**config.mk**
```make
export PLATFORM = sky130hd
export DESIGN_NAME = pe_in_buffer
export DESIGN_NICKNAME = d
export VERILOG_FILES = /design/src/rtl/riptide_pkg.sv /design/src/rtl/pe_chan_fifo.sv /design/src/rtl/pe_in_buffer.sv
export SDC_FILE = /design/constraint.sdc
export NUM_CORES = 1
export LEC_CHECK = 0
export CORE_ASPECT_RATIO = 1.25
export CORE_MARGIN = 10
export CORE_UTILIZATION = 58
export CTS_CLUSTER_DIAMETER = 40
export DETAILED_ROUTE_END_ITERATION = 12
export GPL_TIMING_DRIVEN = 0
export PLACE_DENSITY = 0.86
export SLEW_MARGIN = 20
export SYNTH_ARGS = -nofsm -noshare
export SYNTH_HDL_FRONTEND = slang
export SYNTH_HIERARCHICAL = 1
export SYNTH_SLANG_ARGS = --single-unit
```
**constraint.sdc**
```tcl
create_clock -name clk -period 4.2 [get_ports clk]
set_input_delay 0.42 -clock clk [delete_from_list [all_inputs] [get_ports clk]]
set_output_delay 0.42 -clock clk [all_outputs]
set_load 0.005 [all_outputs]
```
**src/rtl/riptide_pkg.sv**
```systemverilog
// Shared types and helpers for the Riptide PE datapath.
package riptide_pkg;

  localparam int DATA_WIDTH_DEF = 32;

  typedef logic [DATA_WIDTH_DEF-1:0] data_t;

  typedef struct packed {
    logic  valid;
    data_t data;
  } chan_t;

  // Counter width able to hold the values 0..depth inclusive.
  function automatic int occ_width(input int depth);
    return $clog2(depth + 1);
  endfunction

endpackage

```
**src/rtl/pe_chan_fifo.sv**
```systemverilog
// Single-channel elastic FIFO: valid/ready on both sides, count-based full/empty,
// registered-state-only ready, no bypass from push to pop.
module pe_chan_fifo
  import riptide_pkg::*;
#(
  parameter int DATA_WIDTH = DATA_WIDTH_DEF,
  parameter int DEPTH      = 4
) (
  input  logic                         clk,
  input  logic                         rst_n,
  input  logic                         clear_i,
  input  logic                         en_i,
  input  logic                         push_valid_i,
  output logic                         push_ready_o,
  input  logic [DATA_WIDTH-1:0]        push_data_i,
  output logic                         pop_valid_o,
  input  logic                         pop_ready_i,
  output logic [DATA_WIDTH-1:0]        pop_data_o,
  output logic [$clog2(DEPTH+1)-1:0]   count_o
);

  localparam int PTR_W = $clog2(DEPTH);
  localparam int CNT_W = occ_width(DEPTH);
  localparam logic [CNT_W-1:0] FULL_CNT = CNT_W'(DEPTH);

  logic [DATA_WIDTH-1:0] mem_q [DEPTH];
  logic [PTR_W-1:0]      wr_ptr_q, wr_ptr_d;
  logic [PTR_W-1:0]      rd_ptr_q, rd_ptr_d;
  logic [CNT_W-1:0]      count_q, count_d;
  logic                  push_s;
  logic                  pop_s;

  // A full FIFO stays not-ready even if the consumer pops in the same cycle.
  assign push_ready_o = en_i & (count_q != FULL_CNT);
  assign pop_valid_o  = en_i & (count_q != {CNT_W{1'b0}});
  assign push_s       = push_valid_i & push_ready_o;
  assign pop_s        = pop_valid_o & pop_ready_i;
  assign pop_data_o   = mem_q[rd_ptr_q];
  assign count_o      = count_q;

  always_comb begin
    wr_ptr_d = wr_ptr_q;
    rd_ptr_d = rd_ptr_q;
    count_d  = count_q;
    if (clear_i) begin
      wr_ptr_d = {PTR_W{1'b0}};
      rd_ptr_d = {PTR_W{1'b0}};
      count_d  = {CNT_W{1'b0}};
    end else begin
      if (push_s) begin
        wr_ptr_d = wr_ptr_q + PTR_W'(1);
      end else begin
        wr_ptr_d = wr_ptr_q;
      end
      if (pop_s) begin
        rd_ptr_d = rd_ptr_q + PTR_W'(1);
      end else begin
        rd_ptr_d = rd_ptr_q;
      end
      case ({push_s, pop_s})
        2'b10:   count_d = count_q + CNT_W'(1);
        2'b01:   count_d = count_q - CNT_W'(1);
        default: count_d = count_q;
      endcase
    end
  end

  always_ff @(posedge clk) begin
    if (!rst_n) begin
      wr_ptr_q <= {PTR_W{1'b0}};
      rd_ptr_q <= {PTR_W{1'b0}};
      count_q  <= {CNT_W{1'b0}};
    end else begin
      wr_ptr_q <= wr_ptr_d;
      rd_ptr_q <= rd_ptr_d;
      count_q  <= count_d;
    end
  end

  // Storage is deliberately not reset; only the pointers/count define contents.
  always_ff @(posedge clk) begin
    if (push_s && !clear_i) begin
      mem_q[wr_ptr_q] <= push_data_i;
    end
  end

endmodule

```
**src/rtl/pe_in_buffer.sv**
```systemverilog
// Per-port input buffering between NoC router outputs and the PE μcore, plus the
// "all enabled operands present" firing indication.
module pe_in_buffer
  import riptide_pkg::*;
#(
  parameter int DATA_WIDTH = DATA_WIDTH_DEF,
  parameter int NUM_IN     = 3,
  parameter int DEPTH      = 4
) (
  input  logic                                 clk,
  input  logic                                 rst_n,
  input  logic                                 ctrl_clear,
  input  logic [NUM_IN-1:0]                    cfg_port_en,
  input  logic [NUM_IN-1:0]                    noc_ivalid,
  input  logic [NUM_IN*DATA_WIDTH-1:0]         noc_in,
  output logic [NUM_IN-1:0]                    noc_oready,
  output logic [NUM_IN-1:0]                    fu_ivalid,
  output logic [NUM_IN*DATA_WIDTH-1:0]         fu_in,
  input  logic [NUM_IN-1:0]                    fu_iready,
  output logic                                 all_valid,
  output logic [NUM_IN*$clog2(DEPTH+1)-1:0]    occupancy
);

  localparam int OCC_W = occ_width(DEPTH);

  for (genvar i = 0; i < NUM_IN; i++) begin : g_chan
    pe_chan_fifo #(
      .DATA_WIDTH (DATA_WIDTH),
      .DEPTH      (DEPTH)
    ) u_fifo (
      .clk          (clk),
      .rst_n        (rst_n),
      .clear_i      (ctrl_clear),
      .en_i         (cfg_port_en[i]),
      .push_valid_i (noc_ivalid[i]),
      .push_ready_o (noc_oready[i]),
      .push_data_i  (noc_in[i*DATA_WIDTH +: DATA_WIDTH]),
      .pop_valid_o  (fu_ivalid[i]),
      .pop_ready_i  (fu_iready[i]),
      .pop_data_o   (fu_in[i*DATA_WIDTH +: DATA_WIDTH]),
      .count_o      (occupancy[i*OCC_W +: OCC_W])
    );
  end

  // Disabled ports never present, so only enabled ports can hold this low.
  assign all_valid = (cfg_port_en != {NUM_IN{1'b0}}) &&
                     ((fu_ivalid & cfg_port_en) == cfg_port_en);

endmodule

```
# Word-level counts from Yosys, hierarchy flattened
# Memory sizes are Yosys's and may differ from the RTL's. A register that Yosys moved wholly into a read port is not among the register bits.
# Cells that the tools add are included.
# word_totals
mem_bits_rw	384
out_inout_bits	112
inputBits	108
mem_count	3
word_cells	76
reg_bits	21
# mem_list
name	depth	word_bits	read_ports	rd_ports_with_merged_regs	wr	line_no	text
g_chan[0].u_fifo.mem_q	4	32	1	1	1	pe_chan_fifo.sv:26	logic [DATA_WIDTH-1:0] mem_q [DEPTH];
g_chan[1].u_fifo.mem_q	4	32	1	1	1	pe_chan_fifo.sv:26	
g_chan[2].u_fifo.mem_q	4	32	1	1	1	pe_chan_fifo.sv:26	
# classes
add_sub_neg	12
n_bitwise	14
eq_ne	10
mux	15
reduce_logical	13
# op_table
operator	n
$pmux W3 S2	3
$add A2 B1 Y2 const B	6
$and A1 B1 Y1	12
$mux W2	6
$reduce_bool A3 Y1	4
$add A3 B1 Y3 const B	3
$ne A3 B3 Y1 const B	3
$sub A3 B1 Y3 const B	3
$eq A2 B1 Y1 const B	3
$eq A2 B2 Y1 const B	3
$mux W1	6
$reduce_bool A2 Y1	3
$logic_and A1 B1 Y1	4
$and A3 B3 Y3	1
$eq A3 B3 Y1	1
$reduce_or A2 Y1	1
$logic_not A1 Y1	1
$not A1 Y1	1

# Depth between registers and ports, before layout
# Gate-level depths: netlist of run 1.
# logic_depth
depth_word	6
ltp_mapped	8
ltp_nobuf	8

# Modules after synthesis
# Netlist of run 1, hierarchy kept.
# modules_own_cells
module	cells_each	seq_area_each_um2	instances	area_per_inst_um2
pe_chan_fifo	224	4023.9	3	5128.7
pe_in_buffer	5	0.0	1	36.3

# Worst setup path before layout of run 1
# Ideal clock, no wire load.
# synth_path
kind	register -> register
startpoint	register g_chan[0].u_fifo.count_q[2]
endpoint	register g_chan[0].u_fifo.count_q[2]
setup_time_ps	70
required_ps	4130
synth_period_minus_slack_ps	2056
n_path_buf	0
arrival_time_ps	1986
stages_incl_launch_ff	9
slack_ps	2144
cell_sequence	dfxtp_1 nor3b_2 or2_1 ha_1 inv_1 fa_1 xor2_1 or3_1 a21oi_1
# synth_via
elab_chain_len	5
elab_cells_between_ends	12
classes_between	add/sub: 2; eq/ne: 3; mux: 1; bitwise: 4; reduce/logical: 2
# synth_rtl
item	line_no	text
start: declaration	pe_chan_fifo.sv:29	logic [CNT_W-1:0] count_q, count_d;
start signal: assignment	pe_chan_fifo.sv:72	count_q <= {CNT_W{1'b0}};
start signal: assignment	pe_chan_fifo.sv:76	count_q <= count_d;
$ne A3 B3 Y1 / $reduce_bool A3 Y1 (equally long branches)	pe_chan_fifo.sv:34, pe_chan_fifo.sv:35	
$and A1 B1 Y1, on equally long branches	pe_chan_fifo.sv:34, pe_chan_fifo.sv:35	
$and A1 B1 Y1, on equally long branches	pe_chan_fifo.sv:36, pe_chan_fifo.sv:37	
$eq A2 B1 Y1 / $eq A2 B2 Y1 (equally long branches)	pe_chan_fifo.sv:60	case ({push_s, pop_s})
$pmux W3 S2 / $reduce_bool A2 Y1 (equally long branches)	n/a	
# Several ways; a longest one is shown, not always the timed one.
# A chain may end at the register's enable or synchronous reset.

# Final worst setup path of run 1
# layout_path
startpoint	input port cfg_port_en[0]
endpoint	output port all_valid
# layout_via
elab_chain_len	4
elab_cells_between_ends	5
classes_between	eq/ne: 1; bitwise: 2; reduce/logical: 2
# layout_rtl
item	line_no	text
start: declaration	pe_in_buffer.sv:13	input logic [NUM_IN-1:0] cfg_port_en,
$and A1 B1 Y1	pe_chan_fifo.sv:35	assign pop_valid_o = en_i & (count_q != {CNT_W{1'b0}});
$and A3 B3 Y3	pe_in_buffer.sv:47	((fu_ivalid & cfg_port_en) == cfg_port_en);
$eq A3 B3 Y1	pe_in_buffer.sv:47	
$logic_and A1 B1 Y1 *	pe_in_buffer.sv:46	assign all_valid = (cfg_port_en != {NUM_IN{1'b0}}) &&
end: declaration	pe_in_buffer.sv:20	output logic all_valid,
# Mark *: on every way between the ends. The rest lies on a longest branch, timed or not.

==> results_dict.tcl, run 1 <==
set metrics [dict create \
    worstPathRequired_ns 3.78 \
    drive_gt1_frac 0.218 \
    dp_slack_ns 1.44 \
    drc_errors 0 \
    maxSlewViolCount 0 \
    met1_length_um 12000 \
    fp.dieW_um 166 \
    worstPathCellList "clkdlybuf4s50_1 -> o31a_2 -> inv_1 -> a2111oi_2 -> clkdlybuf4s50_1" \
    cts_tree "built" \
    holdCritStartpoint "g_chan[2].u_fifo/rd_ptr_q[0]$_SDFFE_PP0P_" \
    cts_sinks 411 \
    cts_buffers 40 \
    grt_max_degree 29 \
    ioPinCount 220 \
    fin_skew_ns 0.0133 \
    start_util 0.591 \
    path_common_cell "clkdlybuf4s50_1" \
    worstReg2RegEnd "g_chan[0].u_fifo/count_o[2]$_SDFFE_PP0P_" \
    status "complete, no violations" \
    r2r_start "g_chan[0].u_fifo/count_o[2]$_SDFFE_PP0P_" \
    wl_um 32600 \
    grt_pass1_wl_um 50300 \
    yosys_warnings 6 \
    syn_nets 803 \
    syn2layout_area_growth_pct 27.8 \
    rrSetupSlack_ns 1.92 \
    cellLeakagePower_nw 6.29 \
    setup_viol 0 \
    fin_cells 1323 \
    final_common_cell "edfxtp_1" \
    drt_first_iter_violations 526 \
    track_usage 0.194 \
    route.met3.wl_um 2500 \
    die_area_um2 33600 \
    drt_pass1_iterations 5 \
    clk_pin_slew_ns 0.06 \
    ctsHoldBuffers 0 \
    synth_cells 677 \
    relSlewSlack 0.651 \
    vias 7585 \
    place_congestion 0.753 \
    core_area_um2 26100 \
    r2r_cells 8 \
    root_buffer "clkbuf_16" \
    synth_area_um2 15400 \
    cp_max_fo 6 \
    vias_per_cell 5.73 \
    stdcell_area_um2 19700 \
    drv_cap 0 \
    yosysSeqAreaShare 0.783 \
    synth_top_cell_by_area "edfxtp_1" \
    slowest_delay_ns 0.63 \
    met2_length_um 17200 \
    netlist.area_leader.share 0.748 \
    wl_per_cell_um 24.7 \
    antenna_found_initial 4 \
    min_path_cells 2 \
    dpl_cell_area_um2 18300 \
    rsz0062_at_grt "no" \
    post-place-cells 1248 \
    die_height_um 202 \
    synth.distinct_cells 26 \
    post_cts_resized 0 \
    avgSynthCellArea_um2 22.8 \
    ant_nets 0 \
    yosys-top-cells-area "edfxtp_1, mux4_2, dfxtp_1" \
    min_path_type "reg2reg" \
    cp_slowest_cell "clkdlybuf4s50_1" \
    pwr_density_cell_nw_per_um2 429 \
    worst_slew_pin_slew_ns 0.523 \
    routed.top_layer "met5" \
    final_cell_mix "edfxtp_1, clkdlybuf4s50_1, mux4_2" \
    period_needed_ns 2.71 \
    end_kind "primary output" \
    holdPathEnd "g_chan[2].u_fifo/rd_ptr_q[0]$_SDFFE_PP0P_" \
    grt_overflow 0 \
    nNetsFinal 1076 \
    worst_slack_ns 1.49 \
    clkLatencyLatePin_ns 0.52 \
    post_cts_buffers 0 \
    crit_arrival_ns 2.29 \
    ys_ff_latch 411 \
    path_class "in2out" \
    cts_buffer_depth 3 \
    grt_pass1_vias 8150 \
    rows 66 \
    total_power_mw 8.45 \
    finalHoldViolCount 0 \
    ir_worst_vdd_mv 0.430 \
    startpoint_type "input port" \
    setup-tns-final_ns 0 \
    hpwl_um 22300 \
    h-tree-depth 2 \
    io_buffer_count 219 \
    fmax_mhz 369 \
    period_share 0.645 \
]
cells in the mapped netlist, drive strengths merged:
cell / n
edfxtp: 384
mux4: 96
dfxtp: 27
inv: 22
buf: 21
a21oi: 18
ha: 15
and2: 12
nor2: 12
nand2: 9
o21ai: 9
or3: 9
xor2: 6
nor2b: 5
nor3: 4
a21o: 3
clkbuf: 3
fa: 3
nand2b: 3
nor3b: 3
nor4b: 3
o311ai: 3
o31a: 3
or2: 3
a2111oi: 1
worst max-delay path, delay by kind of cell:
| family | cells | cell delay (ns) |
|---|---|---|
| AOI/OAI and AO/OA | 2 | 0.57 |
| buffers and inverters | 3 | 1.29 |
registers in the layout, summed over array words and instances (netlist names), named ones only:
signal	cells
g_chan.u_fifo/rd_ptr_q	6
g_chan.u_fifo/mem_q	384
g_chan.u_fifo/wr_ptr_q	6
g_chan.u_fifo/count_o	9
area by class of cell:
cell class / count / area (um^2)
plain buffers: 24 / 191
clock inverters: 29 / 314
inverters: 22 / 82.6
well taps: 340 / 425
multi-input cells: 220 / 3090
clock buffers: 43 / 1030
flip-flops and latches: 411 / 12100
diodes: 3 / 7.51
repair buffers: 231 / 2480
fillers: 1469 / 6390
routing by layer:
layer  up-vias  GRT usage
met2       277      0.334
met1      3886      0.229
met4         2     0.0621
met3        55     0.0602
li1       3365          -
met5         -          0
metrics by stage:
| stage | util | hold slack [ns] |
|---|---|---|
| 5_1_grt | 0.755 | 0.509 |
| 6_report | 0.755 | 0.482 |
| 3_5_place_dp | 0.703 | 0.477 |
| 3_3_place_gp | 0.691 | 0.461 |
| 2_1_floorplan | - | 0.454 |
| 4_1_cts | 0.755 | 0.483 |
where the power goes:
part	internal (mW)	switching [mW]	leakage, nW
Sequential	4.51	0.0139	3.69
Combinational	0.196	0.138	1.96
Clock	2.12	1.47	0.650
cells by family after synthesis:
kind of cell / after synthesis / synth area share
xor+xnor: 6 / 0.00341
buf+inv: 46 / 0.0178
fa+ha+maj: 18 / 0.0161
simple gates: 63 / 0.0235
mux: 96 / 0.140
compound gates: 37 / 0.0163
flops: 411 / 0.783
worst max path at each step:
| stage | start | end | slack [ns] | depth (start not counted) |
|---|---|---|---|---|
| global placement | cfg_port_en[1] | g_chan[1].u_fifo/mem_q[2][19]$_DFFE_PP_ | 0.82 | 4 |
| global route | cfg_port_en[0] | all_valid | 1.36 | 5 |
| finish | cfg_port_en[0] | all_valid | 1.49 | 5 |
| CTS | cfg_port_en[0] | all_valid | 1.44 | 5 |
| floorplan | g_chan[0].u_fifo/count_o[2]$_SDFFE_PP0P_ | g_chan[0].u_fifo/count_o[2]$_SDFFE_PP0P_ | 2.14 | 8 |
| detailed placement | cfg_port_en[0] | all_valid | 1.44 | 5 |
Power figures use the tool's default switching activity.
==> run 2, diff against run 1 <==
CORE_UTILIZATION = 54   (was 58)
PLACE_DENSITY = 0.81   (was 0.86)
clock period = 2.55 ns   (was 4.2 ns; I/O delays follow)
==> results_dict.tcl, run 2 (synthesis results as in run 1) <==
set metrics [dict create \
    status "complete, no violations" \
    syn2layout_area_growth_pct 28.2 \
    wl_per_cell_um 23.4 \
    start_util 0.545 \
    antenna_found_initial 3 \
    final_cell_mix "edfxtp_1, clkdlybuf4s50_1, mux4_2" \
    setup-tns-final_ns 0 \
    p_clk_frac 0.418 \
    h-tree-depth 2 \
    maxSlewViolCount 0 \
    switchingPower_mw 2.78 \
    vias_per_cell 5.56 \
    place_congestion 0.728 \
    cts_tree "built" \
    regMostFlops "g_chan.u_fifo/mem_q" \
    io_buffer_count 219 \
    grt_pass1_wl_um 48100 \
    drv_cap 0 \
    root_buffer "clkbuf_16" \
    total_power_mw 13.8 \
    clkLatencyLatePin_ns 0.55 \
    fin_skew_ns 0.0158 \
    wl_um 31400 \
    cts_sinks 411 \
    end_kind "primary output" \
    rsz0062_at_grt "yes" \
    drt_first_iter_violations 508 \
    pwr-share-comb 0.040 \
    die_area_um2 35800 \
    pwr_density_cell_nw_per_um2 696 \
    drive_gt1_frac 0.223 \
    worst_slew_pin_slew_ns 0.509 \
    cts_buffers 43 \
    fp.dieW_um 171 \
    grt_overflow 0 \
    setup_viol 0 \
    seq_area_um2 12100 \
    post_cts_buffers 0 \
    grt_pass1_vias 8106 \
    period_share 0.974 \
    ioPinCount 220 \
    drc_errors 0 \
    internal_power_mw 11.0 \
    final_util 0.698 \
    final_common_cell "edfxtp_1" \
    rows 69 \
    fmax_mhz 403 \
    grt_max_degree 28 \
    largest_reg_flops 384 \
    finalHoldViolCount 0 \
    drt_pass1_iterations 4 \
    min_path_type "in2reg" \
    dpl_cell_area_um2 18300 \
    nFillCells 1731 \
    relSlewSlack 0.661 \
    cts_buffer_depth 3 \
    core_area_um2 28300 \
    track_usage 0.177 \
    die_height_um 209 \
    switching_share 0.202 \
    nNetsFinal 1079 \
    period_needed_ns 2.48 \
    vias 7466 \
    ir_worst_vdd_mv 0.695 \
    ant_nets 0 \
    p_seq_frac 0.542 \
    cellLeakagePower_nw 6.38 \
    crit_arrival_ns 2.23 \
    whs_ns 0.337 \
    worstPathRequired_ns 2.30 \
    path_class "reg2out" \
    cp_max_fo 10 \
    startpoint_type "flop" \
    stdcell_area_um2 19800 \
    hpwl_um 21700 \
    multi_input_area_um2 3100 \
    clk_pin_slew_ns 0.06 \
]
## run 2: what timing repair did
action	in CTS	in global routing
pin swaps	0	0
setup endpoints to repair	4	47
hold buffers	0	0
resized for setup	6	22
## run 2: worst paths after layout
| kind | start | endpoint | slack, ns | cells after the start |
|---|---|---|---|---|
| min | noc_in[46] | g_chan[1].u_fifo/mem_q[2][14]$_DFFE_PP_ | 0.34 | 1 |
| min reg2reg | g_chan[1].u_fifo/rd_ptr_q[0]$_SDFFE_PP0P_ | flop | 0.48 | 2 |
| max reg2reg | g_chan[1].u_fifo/count_o[2]$_SDFFE_PP0P_ | g_chan[1].u_fifo/count_o[2]$_SDFFE_PP0P_ | 0.22 | 8 |
| max | flop | fu_in[29] | 0.07 | 4 |
## run 2: area by class of cell
| type | instances | area share |
|---|---|---|
| plain buffers | 24 | 0.0128 |
| clock inverters | 28 | 0.0103 |
| multi-input cells | 220 | 0.157 |
| repair buffers | 231 | 0.126 |
| well taps | 355 | 0.0225 |
| flip-flops and latches | 411 | 0.611 |
| inverters | 22 | 0.00418 |
| diodes | 2 | 0.000253 |
| clock buffers | 50 | 0.0568 |
## run 2: critical path, stage by stage (launching register included)
cell and delay, ns:
dfxtp_1 0.34, buf_6 0.16, buf_12 0.16, mux4_2 0.55, clkdlybuf4s50_1 0.47
## run 2: power groups by stage
stage / clock network (mW) / registers, mW / logic (mW)
after global placement: 0 / 7.60 / 0.516
after global routing: 6.19 / 7.46 / 0.589
final: 5.76 / 7.46 / 0.547
after CTS: 5.89 / 7.45 / 0.553
after detailed placement: 0 / 7.60 / 0.546
after floorplan: 0 / 7.60 / 0.145
## run 2: layer usage
metal,part of all wire,GRT usage
met4,0.022,0.0559
met2,0.51,0.290
met5,0.00041,0
met1,0.37,0.209
met3,0.091,0.0700
## run 2: per-stage QoR
step	setup WS, ns	instances
global placement	-0.593	1251
global route	-0.0290	1342
detailed placement	-0.0213	1263
floorplan	0.494	677
finish	0.0670	1343
CTS	0.00116	1341
